==> config.mk <==
export PLATFORM = sky130hd
export DESIGN_NAME = sw_rr_arbiter
export DESIGN_NICKNAME = d
export VERILOG_FILES = /design/src/rtl/sw_arb_pkg.sv /design/src/rtl/rr_pick.sv /design/src/rtl/seg_decoder.sv /design/src/rtl/sw_rr_arbiter.sv
export SDC_FILE = /design/constraint.sdc
export NUM_CORES = 1
export LEC_CHECK = 0
export BUFFER_PORTS_ARGS = -buffer_cell sky130_fd_sc_hd__buf_2
export CAP_MARGIN = 15
export CORE_ASPECT_RATIO = 0.5
export CORE_MARGIN = 3
export CORE_UTILIZATION = 28
export DETAILED_ROUTE_END_ITERATION = 8
export PLACE_DENSITY = 0.46
export SLEW_MARGIN = 30
export SYNTH_ARGS = -nofsm -noshare
export SYNTH_HDL_FRONTEND = slang
export SYNTH_SLANG_ARGS = --single-unit
==> constraint.sdc <==
create_clock -name clk -period 3.7 [get_ports clk]
set_input_delay 0.37 -clock clk [delete_from_list [all_inputs] [get_ports clk]]
set_output_delay 0.37 -clock clk [all_outputs]
set_load 0.01 [all_outputs]
==> src/rtl/sw_arb_pkg.sv <==
//------------------------------------------------------------------------------
// Module   : sw_arb_pkg
// Purpose  : Shared types and constants for the switch round-robin arbiter.
// Revision : 1.0 - initial release
//------------------------------------------------------------------------------
`default_nettype none

package sw_arb_pkg;

  // Requester count is tied to the 3-bit index shown on the display
  localparam int N_REQ = 8;
  localparam int IDX_W = 3;

  typedef enum logic [0:0] {
    IDLE  = 1'b0,
    GRANT = 1'b1
  } arb_state_e;

endpackage

`default_nettype wire

==> src/rtl/rr_pick.sv <==
//------------------------------------------------------------------------------
// Module   : rr_pick
// Purpose  : Combinational circular search: first set bit of mask at or after
//            start, wrapping modulo N_REQ, plus a found flag.
// Revision : 1.0 - initial release
//------------------------------------------------------------------------------
`default_nettype none

module rr_pick
  import sw_arb_pkg::*;
(
  input  logic [N_REQ-1:0] mask,
  input  logic [IDX_W-1:0] start,
  output logic [IDX_W-1:0] idx,
  output logic             found
);

  // Scan from the farthest offset back to the nearest so the closest hit wins;
  // the 3-bit sum wraps naturally past index 7
  always_comb begin
    idx   = '0;
    found = 1'b0;
    for (int k = N_REQ - 1; k >= 0; k--) begin
      if (mask[start + IDX_W'(k)]) begin
        idx   = start + IDX_W'(k);
        found = 1'b1;
      end
    end
  end

endmodule

`default_nettype wire

==> src/rtl/seg_decoder.sv <==
//------------------------------------------------------------------------------
// Module   : seg_decoder
// Purpose  : Hex digit to 7-segment decoder, active-high, bit order gfedcba.
// Revision : 1.0 - initial release
//------------------------------------------------------------------------------
`default_nettype none

module seg_decoder (
  input  logic [3:0] hex,
  output logic [6:0] seg
);

  // Plain lookup of the segment pattern for each hex digit
  always_comb begin
    seg = 7'h00;
    case (hex)
      4'h0: seg = 7'h3F;
      4'h1: seg = 7'h06;
      4'h2: seg = 7'h5B;
      4'h3: seg = 7'h4F;
      4'h4: seg = 7'h66;
      4'h5: seg = 7'h6D;
      4'h6: seg = 7'h7D;
      4'h7: seg = 7'h07;
      4'h8: seg = 7'h7F;
      4'h9: seg = 7'h6F;
      4'hA: seg = 7'h77;
      4'hB: seg = 7'h7C;
      4'hC: seg = 7'h39;
      4'hD: seg = 7'h5E;
      4'hE: seg = 7'h79;
      4'hF: seg = 7'h71;
      default: seg = 7'h00;
    endcase
  end

endmodule

`default_nettype wire

==> src/rtl/sw_rr_arbiter.sv <==
//------------------------------------------------------------------------------
// Module   : sw_rr_arbiter
// Purpose  : Time-sliced round-robin arbiter sharing the 7-segment index
//            display between 8 switch requesters. Each grant is held for DWELL
//            cycles, or until its request or the enable drops.
// Options  : ARB_FIXED_PRIO_EN - adds input fixed_prio; when set, every pick
//            starts at index 0 (lowest index wins).
// Revision : 1.0 - initial release
//------------------------------------------------------------------------------
`default_nettype none

module sw_rr_arbiter
  import sw_arb_pkg::*;
#(
  parameter int DWELL = 50000000,
  parameter int CNT_W = $clog2(DWELL)
) (
  input  logic             clk,
  input  logic             rst,
  input  logic [N_REQ-1:0] req,
  input  logic             en,
`ifdef ARB_FIXED_PRIO_EN
  input  logic             fixed_prio,
`endif
  output logic             gnt_vld,
  output logic [IDX_W-1:0] gnt_idx,
  output logic [N_REQ-1:0] gnt_oh,
  output logic             gnt_chg,
  output logic [6:0]       seg0
);

  logic [N_REQ-1:0] req_meta_q, req_s_q;
  logic             en_meta_q, en_s_q;
  logic             fixed_prio_s;

  arb_state_e       state_q, state_d;
  logic [IDX_W-1:0] ptr_q, ptr_d;
  logic [CNT_W-1:0] cnt_q, cnt_d;
  logic             gnt_vld_q, gnt_vld_d;
  logic [IDX_W-1:0] gnt_idx_q, gnt_idx_d;
  logic [N_REQ-1:0] gnt_oh_q, gnt_oh_d;
  logic             gnt_chg_q, gnt_chg_d;

  logic [IDX_W-1:0] pick_start;
  logic [IDX_W-1:0] pick_idx;
  logic             pick_found;
  logic             end_evt;

  // Two-flop synchronisers for the asynchronous switch inputs
  always_ff @(posedge clk or posedge rst) begin
    if (rst) begin
      req_meta_q <= '0;
      req_s_q    <= '0;
      en_meta_q  <= 1'b0;
      en_s_q     <= 1'b0;
    end else begin
      req_meta_q <= req;
      req_s_q    <= req_meta_q;
      en_meta_q  <= en;
      en_s_q     <= en_meta_q;
    end
  end

`ifdef ARB_FIXED_PRIO_EN
  logic fixed_prio_meta_q, fixed_prio_s_q;

  // Priority-mode switch is synchronised exactly like the enable
  always_ff @(posedge clk or posedge rst) begin
    if (rst) begin
      fixed_prio_meta_q <= 1'b0;
      fixed_prio_s_q    <= 1'b0;
    end else begin
      fixed_prio_meta_q <= fixed_prio;
      fixed_prio_s_q    <= fixed_prio_meta_q;
    end
  end

  assign fixed_prio_s = fixed_prio_s_q;
`else
  assign fixed_prio_s = 1'b0;
`endif

  // Search start: saved pointer when idle, just past the holder when granting
  always_comb begin
    pick_start = (state_q == GRANT) ? gnt_idx_q + 1'b1 : ptr_q;
    if (fixed_prio_s) begin
      pick_start = '0;
    end
  end

  rr_pick u_pick (
    .mask  (req_s_q),
    .start (pick_start),
    .idx   (pick_idx),
    .found (pick_found)
  );

  assign end_evt = (cnt_q == '0) || !req_s_q[gnt_idx_q];

  // Next-state and next-output computation for the grant FSM
  always_comb begin
    state_d   = state_q;
    ptr_d     = ptr_q;
    cnt_d     = cnt_q;
    gnt_vld_d = gnt_vld_q;
    gnt_idx_d = gnt_idx_q;
    gnt_chg_d = 1'b0;
    case (state_q)
      IDLE: begin
        if (en_s_q && (req_s_q != '0) && pick_found) begin
          state_d   = GRANT;
          gnt_idx_d = pick_idx;
          gnt_vld_d = 1'b1;
          cnt_d     = CNT_W'(DWELL - 1);
          gnt_chg_d = 1'b1;
        end
      end
      GRANT: begin
        cnt_d = cnt_q - 1'b1;
        if (!en_s_q) begin
          // Enable loss wins over any simultaneous expiry; pointer is kept
          state_d   = IDLE;
          gnt_vld_d = 1'b0;
          cnt_d     = '0;
        end else if (end_evt) begin
          ptr_d = gnt_idx_q + 1'b1;
          if (pick_found) begin
            gnt_idx_d = pick_idx;
            cnt_d     = CNT_W'(DWELL - 1);
            gnt_chg_d = 1'b1;
          end else begin
            state_d   = IDLE;
            gnt_vld_d = 1'b0;
            cnt_d     = '0;
          end
        end
      end
      default: begin
        state_d   = IDLE;
        gnt_vld_d = 1'b0;
      end
    endcase
    gnt_oh_d = gnt_vld_d ? ({{(N_REQ-1){1'b0}}, 1'b1} << gnt_idx_d) : '0;
  end

  // Grant FSM state and registered outputs
  always_ff @(posedge clk or posedge rst) begin
    if (rst) begin
      state_q   <= IDLE;
      ptr_q     <= '0;
      cnt_q     <= '0;
      gnt_vld_q <= 1'b0;
      gnt_idx_q <= '0;
      gnt_oh_q  <= '0;
      gnt_chg_q <= 1'b0;
    end else begin
      state_q   <= state_d;
      ptr_q     <= ptr_d;
      cnt_q     <= cnt_d;
      gnt_vld_q <= gnt_vld_d;
      gnt_idx_q <= gnt_idx_d;
      gnt_oh_q  <= gnt_oh_d;
      gnt_chg_q <= gnt_chg_d;
    end
  end

  assign gnt_vld = gnt_vld_q;
  assign gnt_idx = gnt_idx_q;
  assign gnt_oh  = gnt_oh_q;
  assign gnt_chg = gnt_chg_q;

  seg_decoder u_seg (
    .hex ({1'b0, gnt_idx_q}),
    .seg (seg0)
  );

endmodule

`default_nettype wire

==> impl_metrics.toml <==
[clock_tree]
clk_latency_ns = 0.33
clockBufferDepth = 2
cts_buffers = 9
cts_root_buffer = "clkbuf_16"
htreeDepth = 3
cts_tree = "built"
post_cts_buffers = 0
clkTransAtPathRegs_ns = 0.06
clock_sinks = 61

[placed_design]
dp_hpwl_um = 7593
placed_area_mm2 = 0.004593
gp_congestion = 0.8491
io_buffers = 30
place_ws_ns = 0.2163

[synth]
syn-cell-area_mm2 = 0.004105
ys_types = 88
synth_flop_cell = "dfrtp_1"
synth_edf_count = 0
synthCells = 437
yosysWarnings = 0
synth_seq_cells = 61
async_reset_ff_share_pct = 100.0
syn_nets = 457
avgSynthCellArea_um2 = 9.394
yosysSeqAreaShare_pct = 37.18

[critical_path]
worstSetupPathType = "flip-flop to flip-flop"
cp.arrival_ns = 3.62
timing.rr.start = "gnt_idx[0]"
r2r_end = "gnt_oh[0]"
critical_path_required_ns = 3.96
r2r_slack_ns = 0.34
reg2regPathDepth = 16
cp_max_fo = 12
end_kind = "flip-flop"
start_kind = "flip-flop"

[routing]
wl_met2_um = 4942
totalWireLength_um = 10880
detail_route.wirelength.met1_um = 5386
drcViolationCount = 0
post_drt_via_cell_ratio = 5.176
via_count = 3463
dr.max_layer_used = "met4"
wl_per_cell_um = 16.26
dr.pass1.iters = 5
antenna_left = 0
drtIter0Drc = 326
dr_wl_met3_um = 420

[worst_hold_path]
hold_start = "req[5]"
hold_end = "req_meta_q[5]"
holdPathStages = 1
worstHoldPathType = "input port to flip-flop"

[layout]
final_common_cell = "dfrtp_1"
final_nets = 492
fin_area_mm2 = 0.004893
fin_util_pct = 35.14
final_cell_mix = "dfrtp_1 (60), a21oi_1 (41), nand2_1 (39)"
final_layout_size_suffix_gt1_share_pct = 28.30
antenna_cells = 0
syn_to_final_growth_pct = 19.20

[timing]
skew_ns = 0.008392
fin_crit_ns = 3.358
final.period_utilization_pct = 90.76
worst_pin_slew_ns = 0.7758
max_freq_ghz = 0.2978
hold_violations = 0
relSlewSlack_pct = 48.22
layout_setup_ws_ns = 0.3417
fin_setup_tns_ns = 0
rsz0062_at_grt = "false"
setup-violations-final = 0
slew_violations = 0

[global_routing]
grt_max_degree = 44
antenna_found_initial = 0
grt.overflow.total = 0
grt_pass1_wl_um = 18690
track_usage_pct = 14.47
grt_pass1_vias = 3510

[power_and_ir_drop]
power_density_mw_per_mm2 = 963.7
p_sw_share_pct = 46.33
pwr-share-clk_pct = 16.8
p_int_mw = 2.531
ir_drop_uv = 349.2
p_seq_share_pct = 21.0
p_switching_mw = 2.185
pwr-share-comb_pct = 62.1
p_leak_nw = 2.060

[run]
maxCapViolCount = 0

[run_status]
status = "complete, no violations"

[floorplanning]
rows = 30
die_h_um = 91.62
core_area_mm2 = 0.01393
start_util_pct = 29.48
pin_count = 31
die_area_mm2 = 0.01624
die_x_um = 177.2
-- worst max-delay path by stage --
stage               startpoint   endpoint  cells after the start
global placement    gnt_idx[0]  gnt_oh[2]                     14
floorplan           gnt_idx[0]  gnt_oh[0]                     16
detailed placement  gnt_idx[0]  gnt_oh[0]                     14
finish              gnt_idx[0]  gnt_oh[0]                     16
CTS                 gnt_idx[0]  gnt_oh[0]                     14
global route        gnt_idx[0]  gnt_oh[7]                     13
-- cell usage after synthesis (2+ instances only) --
| cell type | instances | share of area (%) |
|---|---|---|
| nor2_1 | 30 | 2.7 |
| nor3_4 | 2 | 0.79 |
| inv_2 | 2 | 0.18 |
| nor3b_1 | 2 | 0.37 |
| nor4_1 | 5 | 0.76 |
| nand2_1 | 39 | 3.6 |
| a31o_2 | 13 | 2.8 |
| nand3_1 | 9 | 1.1 |
| or2_2 | 2 | 0.30 |
| xnor2_1 | 3 | 0.64 |
| a41oi_1 | 2 | 0.43 |
| a211oi_1 | 2 | 0.37 |
| o311ai_0 | 2 | 0.43 |
| a31oi_1 | 3 | 0.46 |
| and3_1 | 5 | 0.76 |
| or4_1 | 2 | 0.37 |
| nand2b_1 | 4 | 0.61 |
| buf_4 | 3 | 0.55 |
| clkbuf_1 | 18 | 1.6 |
| mux2i_1 | 21 | 5.1 |
| or3_1 | 4 | 0.61 |
| a21o_1 | 4 | 0.73 |
| a21oi_1 | 41 | 5.0 |
| mux4_2 | 3 | 1.6 |
| buf_2 | 8 | 0.98 |
| o41ai_1 | 3 | 0.64 |
| o31ai_1 | 5 | 0.91 |
| dfrtp_1 | 61 | 37 |
| mux2_2 | 5 | 1.4 |
| nor3_1 | 14 | 1.7 |
| and2_1 | 2 | 0.30 |
| ha_1 | 9 | 2.7 |
| or3_4 | 5 | 1.4 |
| nor2b_1 | 6 | 0.91 |
| a41o_1 | 2 | 0.49 |
| a2111oi_0 | 2 | 0.43 |
| nor3b_2 | 4 | 1.2 |
| inv_1 | 16 | 1.5 |
| o21ai_1 | 4 | 0.49 |
| o21ai_0 | 17 | 2.1 |
| o221ai_1 | 3 | 0.64 |
| a22oi_1 | 3 | 0.55 |
| o211ai_1 | 2 | 0.37 |
-- per-stage QoR --
step | total power, mW | cells | hold WS [ns]
after global placement | 3.935 | 653 | 0.3332
after global routing | 5.129 | 669 | 0.1278
after CTS | 4.719 | 669 | 0.1261
final | 4.716 | 669 | 0.1416
after detailed placement | 3.897 | 653 | 0.3356
after floorplan | 3.211 | 437 | 0.3312
-- cells by family after synthesis --
family / count (synthesis) / share of synthesized area, %
xor+xnor: 6 / 1.920
buf+inv: 50 / 5.395
compound gates: 131 / 22.83
fa+ha+maj: 9 / 2.743
mux: 31 / 9.021
flops: 61 / 37.18
simple gates: 149 / 20.91
-- area by class of cell --
type                    instances  area [um2]
well taps                     192       240.2
repair buffers                 55       337.8
inverters                      19       81.33
flip-flops and latches         61        1528
clock inverters                 6       48.80
clock buffers                  10       239.0
fillers                      1440        9032
multi-input cells             326        2419
-- routing by layer --
layer | vias to the layer above | GRT usage, %
li1 | 1688 | -
met4 | 0 | 3.658
met3 | 14 | 3.350
met2 | 68 | 22.45
met5 | - | 0
met1 | 1693 | 20.34
-- state kept, by name, summed over array words and instances, names as in the netlist --
name / count
gnt_vld: 1
gnt_oh: 8
en_meta_q: 1
gnt_idx: 3
req_meta_q: 8
gnt_chg: 1
cnt_q: 26
req_s_q: 8
state_q: 1
en_s_q: 1
ptr_q: 3
-- worst max-delay path, cell delays in order (launching register included) --
cell	delay (ns)
dfrtp_2	0.38
clkinvlp_4	0.11
ha_4	0.27
mux2i_2	0.19
inv_2	0.06
ha_2	0.50
nor3b_1	0.23
o221ai_1	0.13
o31ai_1	0.09
nand2_1	0.20
nand3_4	0.23
clkinv_4	0.10
o21ai_1	0.08
o22ai_1	0.10
a31o_2	0.27
nand2b_4	0.16
nor3b_2	0.17
-- power by group through the flow --
stage | clock, mW | combinational, mW | sequential (mW)
2_1_floorplan | 0 | 2.23 | 0.982
3_3_place_gp | 0 | 2.93 | 1.00
3_5_place_dp | 0 | 2.90 | 1.00
4_1_cts | 0.819 | 2.91 | 0.992
5_1_grt | 0.852 | 3.26 | 1.02
6_report | 0.794 | 2.93 | 0.991
-- what timing repair did --
item,in CTS,in global routing
resized for setup,0,2
hold buffers,0,0
setup endpoints to repair,0,8
Power figures use the tool's default switching activity.
